<file path="src/rtl/spi_read_seq.sv">
// spi_read_seq: autonomous SPI-flash read sequencer and register-port arbiter
// placed in front of the spi peripheral.
//
// When idle, the CPU register port passes straight through to the spi block.
// On an accepted request the sequencer takes the port and performs:
//   command byte (addr 0 write), 3 address bytes (addr 1 writes), then per data
//   byte a dummy addr-1 write, a wait for spi_irq, and a read (addr 1, or addr 0
//   on the last byte to release CS). Bytes leave on out_valid/out_ready.
//
// Ports:
//   clk, reset                    clock, synchronous active-high reset
//   req/req_addr/req_len/ack      transaction request (req_len 0 = 2**LEN_W)
//   busy, done                    sequencer owns spi port / transaction finished
//   out_valid/out_data/out_ready  data byte stream
//   cpu_*                         CPU register port (cpu_stall = retry)
//   spi_*                         spi block register port and byte-done irq
module spi_read_seq #(
  parameter int unsigned SEL   = 0,
  parameter logic [7:0]  CMD   = 8'h03,
  parameter int unsigned LEN_W = 8
) (
  input  logic             clk,
  input  logic             reset,
  input  logic             req,
  input  logic [23:0]      req_addr,
  input  logic [LEN_W-1:0] req_len,
  output logic             ack,
  output logic             busy,
  output logic             done,
  output logic             out_valid,
  output logic [7:0]       out_data,
  input  logic             out_ready,
  input  logic [2:0]       cpu_addr,
  input  logic [7:0]       cpu_wdata,
  input  logic [1:0]       cpu_sel,
  input  logic             cpu_read,
  input  logic             cpu_write,
  output logic [7:0]       cpu_rdata,
  output logic             cpu_stall,
  output logic [2:0]       spi_addr,
  output logic [7:0]       spi_wdata,
  output logic [1:0]       spi_sel,
  output logic             spi_read,
  output logic             spi_write,
  input  logic [7:0]       spi_rdata,
  input  logic             spi_irq
);

  localparam logic [1:0]   SEL_L   = SEL[1:0];
  localparam logic [LEN_W:0] CNT_ONE = {{LEN_W{1'b0}}, 1'b1};

  typedef enum logic [3:0] {
    S_IDLE, S_CMD, S_A2, S_A1, S_A0, S_WAIT, S_DSTART, S_FETCH, S_HOLD
  } state_e;

  state_e           state_q, state_d;
  state_e           ret_q, ret_d;
  logic [23:0]      addr_q, addr_d;
  logic [LEN_W:0]   count_q, count_d;
  logic             out_valid_q, out_valid_d;
  logic [7:0]       out_data_q, out_data_d;
  logic             cpu_open_q, cpu_open_d;

  logic             seq_write, seq_read;
  logic [2:0]       seq_addr;
  logic [7:0]       seq_wdata;

  always_ff @(posedge clk) begin
    if (reset) begin
      state_q     <= S_IDLE;
      ret_q       <= S_IDLE;
      addr_q      <= '0;
      count_q     <= '0;
      out_valid_q <= 1'b0;
      out_data_q  <= '0;
      cpu_open_q  <= 1'b0;
    end else begin
      state_q     <= state_d;
      ret_q       <= ret_d;
      addr_q      <= addr_d;
      count_q     <= count_d;
      out_valid_q <= out_valid_d;
      out_data_q  <= out_data_d;
      cpu_open_q  <= cpu_open_d;
    end
  end

  assign busy      = (state_q != S_IDLE);
  assign out_valid = out_valid_q;
  assign out_data  = out_data_q;
  assign cpu_rdata = spi_rdata;

  // Sequencer FSM
  always_comb begin
    state_d     = state_q;
    ret_d       = ret_q;
    addr_d      = addr_q;
    count_d     = count_q;
    out_valid_d = out_valid_q;
    out_data_d  = out_data_q;
    ack         = 1'b0;
    done        = 1'b0;
    seq_write   = 1'b0;
    seq_read    = 1'b0;
    seq_addr    = 3'd1;
    seq_wdata   = '0;

    case (state_q)
      S_IDLE: begin
        // A CPU access in the same cycle, or an open CPU transaction, wins.
        if (req && !cpu_open_q && !cpu_read && !cpu_write) begin
          ack     = 1'b1;
          addr_d  = req_addr;
          count_d = (req_len == '0) ? {1'b1, {LEN_W{1'b0}}} : {1'b0, req_len};
          state_d = S_CMD;
        end
      end
      S_CMD: begin
        seq_write = 1'b1;
        seq_addr  = 3'd0;
        seq_wdata = CMD;
        ret_d     = S_A2;
        state_d   = S_WAIT;
      end
      S_A2: begin
        seq_write = 1'b1;
        seq_wdata = addr_q[23:16];
        ret_d     = S_A1;
        state_d   = S_WAIT;
      end
      S_A1: begin
        seq_write = 1'b1;
        seq_wdata = addr_q[15:8];
        ret_d     = S_A0;
        state_d   = S_WAIT;
      end
      S_A0: begin
        seq_write = 1'b1;
        seq_wdata = addr_q[7:0];
        ret_d     = S_DSTART;
        state_d   = S_WAIT;
      end
      S_DSTART: begin
        seq_write = 1'b1;
        seq_wdata = 8'h00;
        ret_d     = S_FETCH;
        state_d   = S_WAIT;
      end
      // spi_irq was cleared by the write one cycle earlier, so it is never stale here.
      S_WAIT: begin
        if (spi_irq) state_d = ret_q;
      end
      S_FETCH: begin
        seq_read    = 1'b1;
        seq_addr    = (count_q == CNT_ONE) ? 3'd0 : 3'd1;
        out_data_d  = spi_rdata;
        count_d     = count_q - CNT_ONE;
        out_valid_d = 1'b1;
        state_d     = S_HOLD;
      end
      S_HOLD: begin
        if (out_ready) begin
          out_valid_d = 1'b0;
          if (count_q == '0) begin
            done    = 1'b1;
            state_d = S_IDLE;
          end else begin
            state_d = S_DSTART;
          end
        end
      end
      default: state_d = S_IDLE;
    endcase
  end

  // Port mux and CPU open-transaction tracking
  always_comb begin
    cpu_open_d = cpu_open_q;
    if (busy) begin
      spi_addr  = seq_addr;
      spi_wdata = seq_wdata;
      spi_sel   = SEL_L;
      spi_read  = seq_read;
      spi_write = seq_write;
      cpu_stall = cpu_read | cpu_write;
    end else begin
      spi_addr  = cpu_addr;
      spi_wdata = cpu_wdata;
      spi_sel   = cpu_sel;
      spi_read  = cpu_read;
      spi_write = cpu_write;
      cpu_stall = 1'b0;
      if (cpu_write && cpu_addr == 3'd0)     cpu_open_d = 1'b1;
      else if (cpu_read && cpu_addr == 3'd0) cpu_open_d = 1'b0;
    end
  end

endmodule

</file>
<file path="config.mk">
export PLATFORM = sky130hd
export DESIGN_NAME = spi_read_seq
export DESIGN_NICKNAME = d
export VERILOG_FILES = /design/src/rtl/spi_read_seq.sv
export SDC_FILE = /design/constraint.sdc
export NUM_CORES = 1
export LEC_CHECK = 0
export CAP_MARGIN = 20
export CORE_ASPECT_RATIO = 0.7
export CORE_MARGIN = 10
export CORE_UTILIZATION = 44
export DETAILED_ROUTE_END_ITERATION = 16
export GPL_TIMING_DRIVEN = 0
export PLACE_DENSITY = 0.8
export SETUP_SLACK_MARGIN = 0.2
export SLEW_MARGIN = 25
export SYNTH_ARGS = -nofsm -noshare
export SYNTH_HDL_FRONTEND = slang
export SYNTH_SLANG_ARGS = --single-unit
</file>
<file path="constraint.sdc">
create_clock -name clk -period 2.1 [get_ports clk]
set_clock_uncertainty 0.15 [all_clocks]
set_input_delay 0.42 -clock clk [delete_from_list [all_inputs] [get_ports clk]]
set_output_delay 0.42 -clock clk [all_outputs]
set_load 0.03 [all_outputs]
</file>
==> reports/metrics.yaml <==
wl_per_cell_um: 19.8
syn_inst: 325
synth-edff-count: 0
postRouteAntennaNets: 0
synth_area_leader_cell: "dfxtp_1"
rsz0062_at_grt: "yes"
synth.top_cell.area_share_pct: 39.5
ys_ff_latch: 50
ios: 96
slew_violations: 0
whs_path_depth: 2
hp-class: "flip-flop to flip-flop"
htree_levels: 2
tightest_slew_ps: 569
final.setup.tns_ps: -1520
ys.flop_type: "dfxtp_1"
dieArea_um2: 9250
drt-total-wl_um: 10700
clock-sinks: 50
yosysMostFrequentCell: "nand2_1"
antenna_cells: 0
synthTopCellsByArea: "dfxtp_1, nand2_1, a21oi_1, a22oi_1, buf_4"
vias: 3075
rows: 23
clock-root-buffer: "clkbuf_8"
maxSlewHeadroom_pct: 62.1
clk_pin_slew_ps: 90
r2r_slack_ps: 90
drive_gt1_share_pct: 35.1
grt_pass1_wl_um: 15800
irDropWorstVdd_v: 0.000302
endpoint_kind: "output pin"
regArea_um2: 1010
die_x_um: 111
p_per_area_nw_per_um2: 483
final_nets: 526
critPathLaunchType: "flip-flop"
yosysWarnings: 0
crit_fanout: 6
cts_tree: "done"
fp.dieH_um: 83.5
max-cap-violations: 0
async_reset_ff_share_pct: 0
drt-initial-drc-count: 233
violations: "setup timing"
postLayoutSetupSlackWorst_ps: -144
utilization_pct: 79.4
drtPass1Iterations: 4
p_total_mw: 2.17
antenna_found_initial: 0
r2r-start: "state_q[1]"
syn-num-nets: 387
p_leak_nw: 1.81
yosysSeqAreaShare_pct: 39.5
ctsHoldBuffers: 0
min-delay-start: "out_data[1]"
required_ps: 1530
num-fill-cells: 334
drcViolationCount: 0
final_cells: 539
fin_crit_ps: 2240
place_hpwl_um: 6540
portBuffers: 95
critical_path_class: "flip-flop to output pin"
setup_viol: 19
synth_cell_type_count: 50
reg2reg_depth: 7
multi_input_area_um2: 1610
vias_per_cell: 5.71
fp.coreArea_um2: 5670
r2r_end: "state_q[2]"
gp_congestion: 0.913
clock_latency_ps: 300
grt_max_degree: 14
numCtsBuffers: 5
hold_viol_final: 0
period_share_pct: 107
avgSynthCellArea_um2: 7.80
grt_pass1_vias: 3077
status: "complete, but fails checks"
dp_cells: 495
hold_end: "out_data[1]"
max_freq_ghz: 0.446
clockBufferDepth: 2
area_growth_pct: 77.5
worstPathArrival_ps: 1670
synthTopCellsByCount: "nand2_1, dfxtp_1, a21oi_1, nor2_1, a22oi_1"
grt_overflow_total: 0
start_util_pct: 44.7
synth_area_um2: 2540
grt_usage_pct: 20.2
==> metal layers <==
| layer | GRT usage [%] | share of wire [%] |
|---|---|---|
| met1 | 25.1 | 41 |
| met5 | 0 | 0 |
| met4 | 5.54 | 1.9 |
| met3 | 4.17 | 7.4 |
| met2 | 34.2 | 49 |
==> power by group <==
group / total, mW / internal [mW] / switching (mW)
combinational: 0.633 / 0.333 / 0.300
sequential: 0.996 / 0.971 / 0.0253
clock: 0.543 / 0.231 / 0.313
total: 2.17 / 1.54 / 0.638
==> worst max-delay path: stages, from the launching register on <==
cell and delay, ps:
dfxtp_4 380, buf_6 140, bufbuf_16 260, buf_4 120, mux2i_2 220, o22ai_2 100
buf_6 150
==> metrics by stage <==
| step | hold WS (ps) | setup slack, ps | cell area, um^2 |
|---|---|---|---|
| finish | 308 | -144 | 4500 |
| global placement | 292 | -1130 | 3670 |
| floorplan | 281 | 159 | 2630 |
| detailed placement | 295 | -1160 | 3670 |
| global route | 321 | -182 | 4500 |
| CTS | 307 | -58.0 | 4300 |
==> what timing repair did <==
| item | CTS | global route |
|---|---|---|
| gates cloned | 2 | 0 |
| gates resized for setup | 238 | 47 |
| buffers inserted | 26 | 9 |
| setup endpoints to repair | 65 | 72 |
| pin swaps | 21 | 14 |
==> worst max-delay path by stage <==
stage,slack [ps],cells after the start,end,start
3_3_place_gp,-1130,6,ack,cpu_write
6_report,-140,6,spi_wdata[1],state_q[1]
5_1_grt,-180,6,spi_wdata[4],state_q[1]
3_5_place_dp,-1160,6,ack,cpu_write
4_1_cts,-60,6,spi_wdata[1],state_q[1]
2_1_floorplan,160,5,spi_addr[0],state_q[0]
==> placed cells by master (no fill, tap or decap), drive strengths merged, types with 5 or more instances in the layout <==
cell	n
a31oi	7
nand3	10
clkdlybuf4s50	57
nand2b	5
nand2	72
clkdlybuf4s15	8
o21ai	8
nor2	15
clkbuf	16
dfxtp	50
inv	8
dlymetal6s2s	8
buf	77
nor3	9
a21oi	43
a22oi	14
==> registers in the layout, indices dropped and copies added, names as in the netlist <==
signal,count
out_data,8
addr_q,24
cpu_open_q,1
out_valid,1
ret_q,3
state_q,4
count_q,9
==> cell type report <==
type | instances | share of cell area (%)
multi-input combinational | 235 | 35.8
timing repair buffer | 132 | 29.8
buffer | 31 | 7.09
inverter | 9 | 1.03
sequential | 50 | 22.5
clock buffer | 7 | 1.70
tap | 75 | 2.09
==> logic make-up (layout without fill, tap and decap cells) <==
logic type      count (synthesis)  in the layout  synth area share [%]
flops                          50             50                  39.5
simple gates                  136            136                  26.1
buf+inv                        40            179                  8.34
fa+ha+maj                       2              2                 0.987
compound gates                 94             94                  23.9
mux                             3              3                  1.18
(Power assumes the default switching activity.)
==> edit (config.mk and constraints unchanged) <==
Encoding of `state_e`: now one-hot (9 bits for 9 states).
--- a/src/rtl/spi_read_seq.sv
+++ b/src/rtl/spi_read_seq.sv
@@ -49,8 +49,8 @@
   localparam logic [1:0]   SEL_L   = SEL[1:0];
   localparam logic [LEN_W:0] CNT_ONE = {{LEN_W{1'b0}}, 1'b1};
 
-  typedef enum logic [3:0] {
-    S_IDLE, S_CMD, S_A2, S_A1, S_A0, S_WAIT, S_DSTART, S_FETCH, S_HOLD
+  typedef enum logic [8:0] {
+    S_IDLE = 9'b000000001, S_CMD = 9'b000000010, S_A2 = 9'b000000100, S_A1 = 9'b000001000, S_A0 = 9'b000010000, S_WAIT = 9'b000100000, S_DSTART = 9'b001000000, S_FETCH = 9'b010000000, S_HOLD = 9'b100000000
   } state_e;
 
   state_e           state_q, state_d;
Formal check against the unedited RTL: no difference found for any inputs over 10 cycles, from zero or initial values and one cycle with reset high; not proved beyond that.
==> edit against the unedited design <==
- the flow still finishes with violations (negative setup slack)
- setup slack worse by 0.59 ns
- wire length is 14% higher
- synthesized area is 13% higher
- sequential cell count is 8 higher
- critical endpoint is now spi_addr[0]
- largest cell class is now multi-input gates
- cell area is 10% higher
Power is not compared: it rests on default switching activity, and its combinational part moved more than twofold at a synthesized area within 25%.
==> edit: results <==
{
  "grt_pass1_vias": 3586,
  "worstReg2RegStart": "state_q[3]",
  "dr.pass1.iters": 5,
  "met2_usage_pct": 37.2,
  "setup_viol": 68,
  "timing.rr.end": "addr_q[9]",
  "wl_met1_um": 4510,
  "viasPerCell": 5.87,
  "drt_iter0_markers": 336,
  "worst_pin_slew_ns": 0.782,
  "min_to": "out_data[3]",
  "vdd_drop_max_v": 0.000554,
  "multi_input_area_um2": 1820,
  "fin_nets": 571,
  "antenna_found_initial": 0,
  "use_met3_pct": 10.7,
  "final_cell_count_no_fill": 592,
  "worst_hold_path_type": "flop to flop",
  "place_ws_ns": -1.52,
  "wl_met3_um": 1500,
  "grt_pass1_wl_um": 18100,
  "outcome": "finished, violations left",
  "placed_area_um2": 4040,
  "fill_cells": 400,
  "gp_congestion": 0.916,
  "h-tree-depth": 3,
  "synth_area_leaders": "dfxtp_1 (41%), nand2_1 (12%), a21oi_1 (7.7%), a22oi_1 (4.2%), nor2_1 (2.9%)",
  "diodes": 0,
  "clk_pin_slew_ns": 0.07,
  "min_from": "out_data[3]",
  "yosysSeqAreaShare_pct": 40.7,
  "setup_tns_ns": -28.01,
  "numCtsBuffers": 9,
  "endpoint": "spi_addr[0]",
  "clock_latency_ns": 0.35,
  "wire_per_inst_um": 20.5,
  "hpwl_um": 7420,
  "yosys-top-cells-count": "nand2_1 (90), dfxtp_1 (58), a21oi_1 (44)",
  "slowest_stage": "or4_4",
  "violations": "negative setup slack",
  "dr_wl_met2_um": 5570,
  "hold_slack_ns": 0.301,
  "use_met1_pct": 25.4,
  "reg2regPathDepth": 10,
  "drive_gt1_share_pct": 37.2,
  "cp.arrival_ns": 2.26,
  "dp.cells": 535,
  "layout_setup_ws_ns": -0.729,
  "cp_slowest_stage_delay_ns": 0.53,
  "grt_max_degree": 11,
  "r2r_setup_slack_ns": -0.46,
  "ys_types": 49,
  "syn_inst": 362,
  "grt_usage_pct": 22.8,
  "synthesis.nets": 424
}
[edit: cell type report]
type	count	share of cell area [%]
multi-input cells	263	36.8
repair buffers	136	26.3
flip-flops and latches	58	23.5
plain buffers	29	5.95
clock buffers	11	2.85
well taps	78	1.97
clock inverters	5	1.56
inverters	12	1.06
[edit: worst max-delay path: cells and delay by family, from the launching register on]
family / cells / cell delay (ns)
flops: 1 / 0.31
simple gates: 3 / 0.73
buf+inv: 4 / 0.57
compound gates: 1 / 0.31
[edit: kinds of logic after synthesis]
family | Yosys count | synth area share, %
AND/OR/NAND/NOR | 171 | 29.5
adder cells (fa/ha/maj) | 2 | 0.876
XOR/XNOR | 2 | 0.614
buffers and inverters | 41 | 7.76
flip-flops | 58 | 40.7
AO/OA/AOI/OAI | 88 | 20.6
[edit: what timing repair did]
item / in CTS / in global routing
setup buffers: 30 / 9
hold buffers: 0 / 0
endpoints found under the hold margin: 0 / 0
setup endpoints to repair: 93 / 80
cloned: 2 / 0
gates resized for setup: 224 / 57
pin swaps: 19 / 20
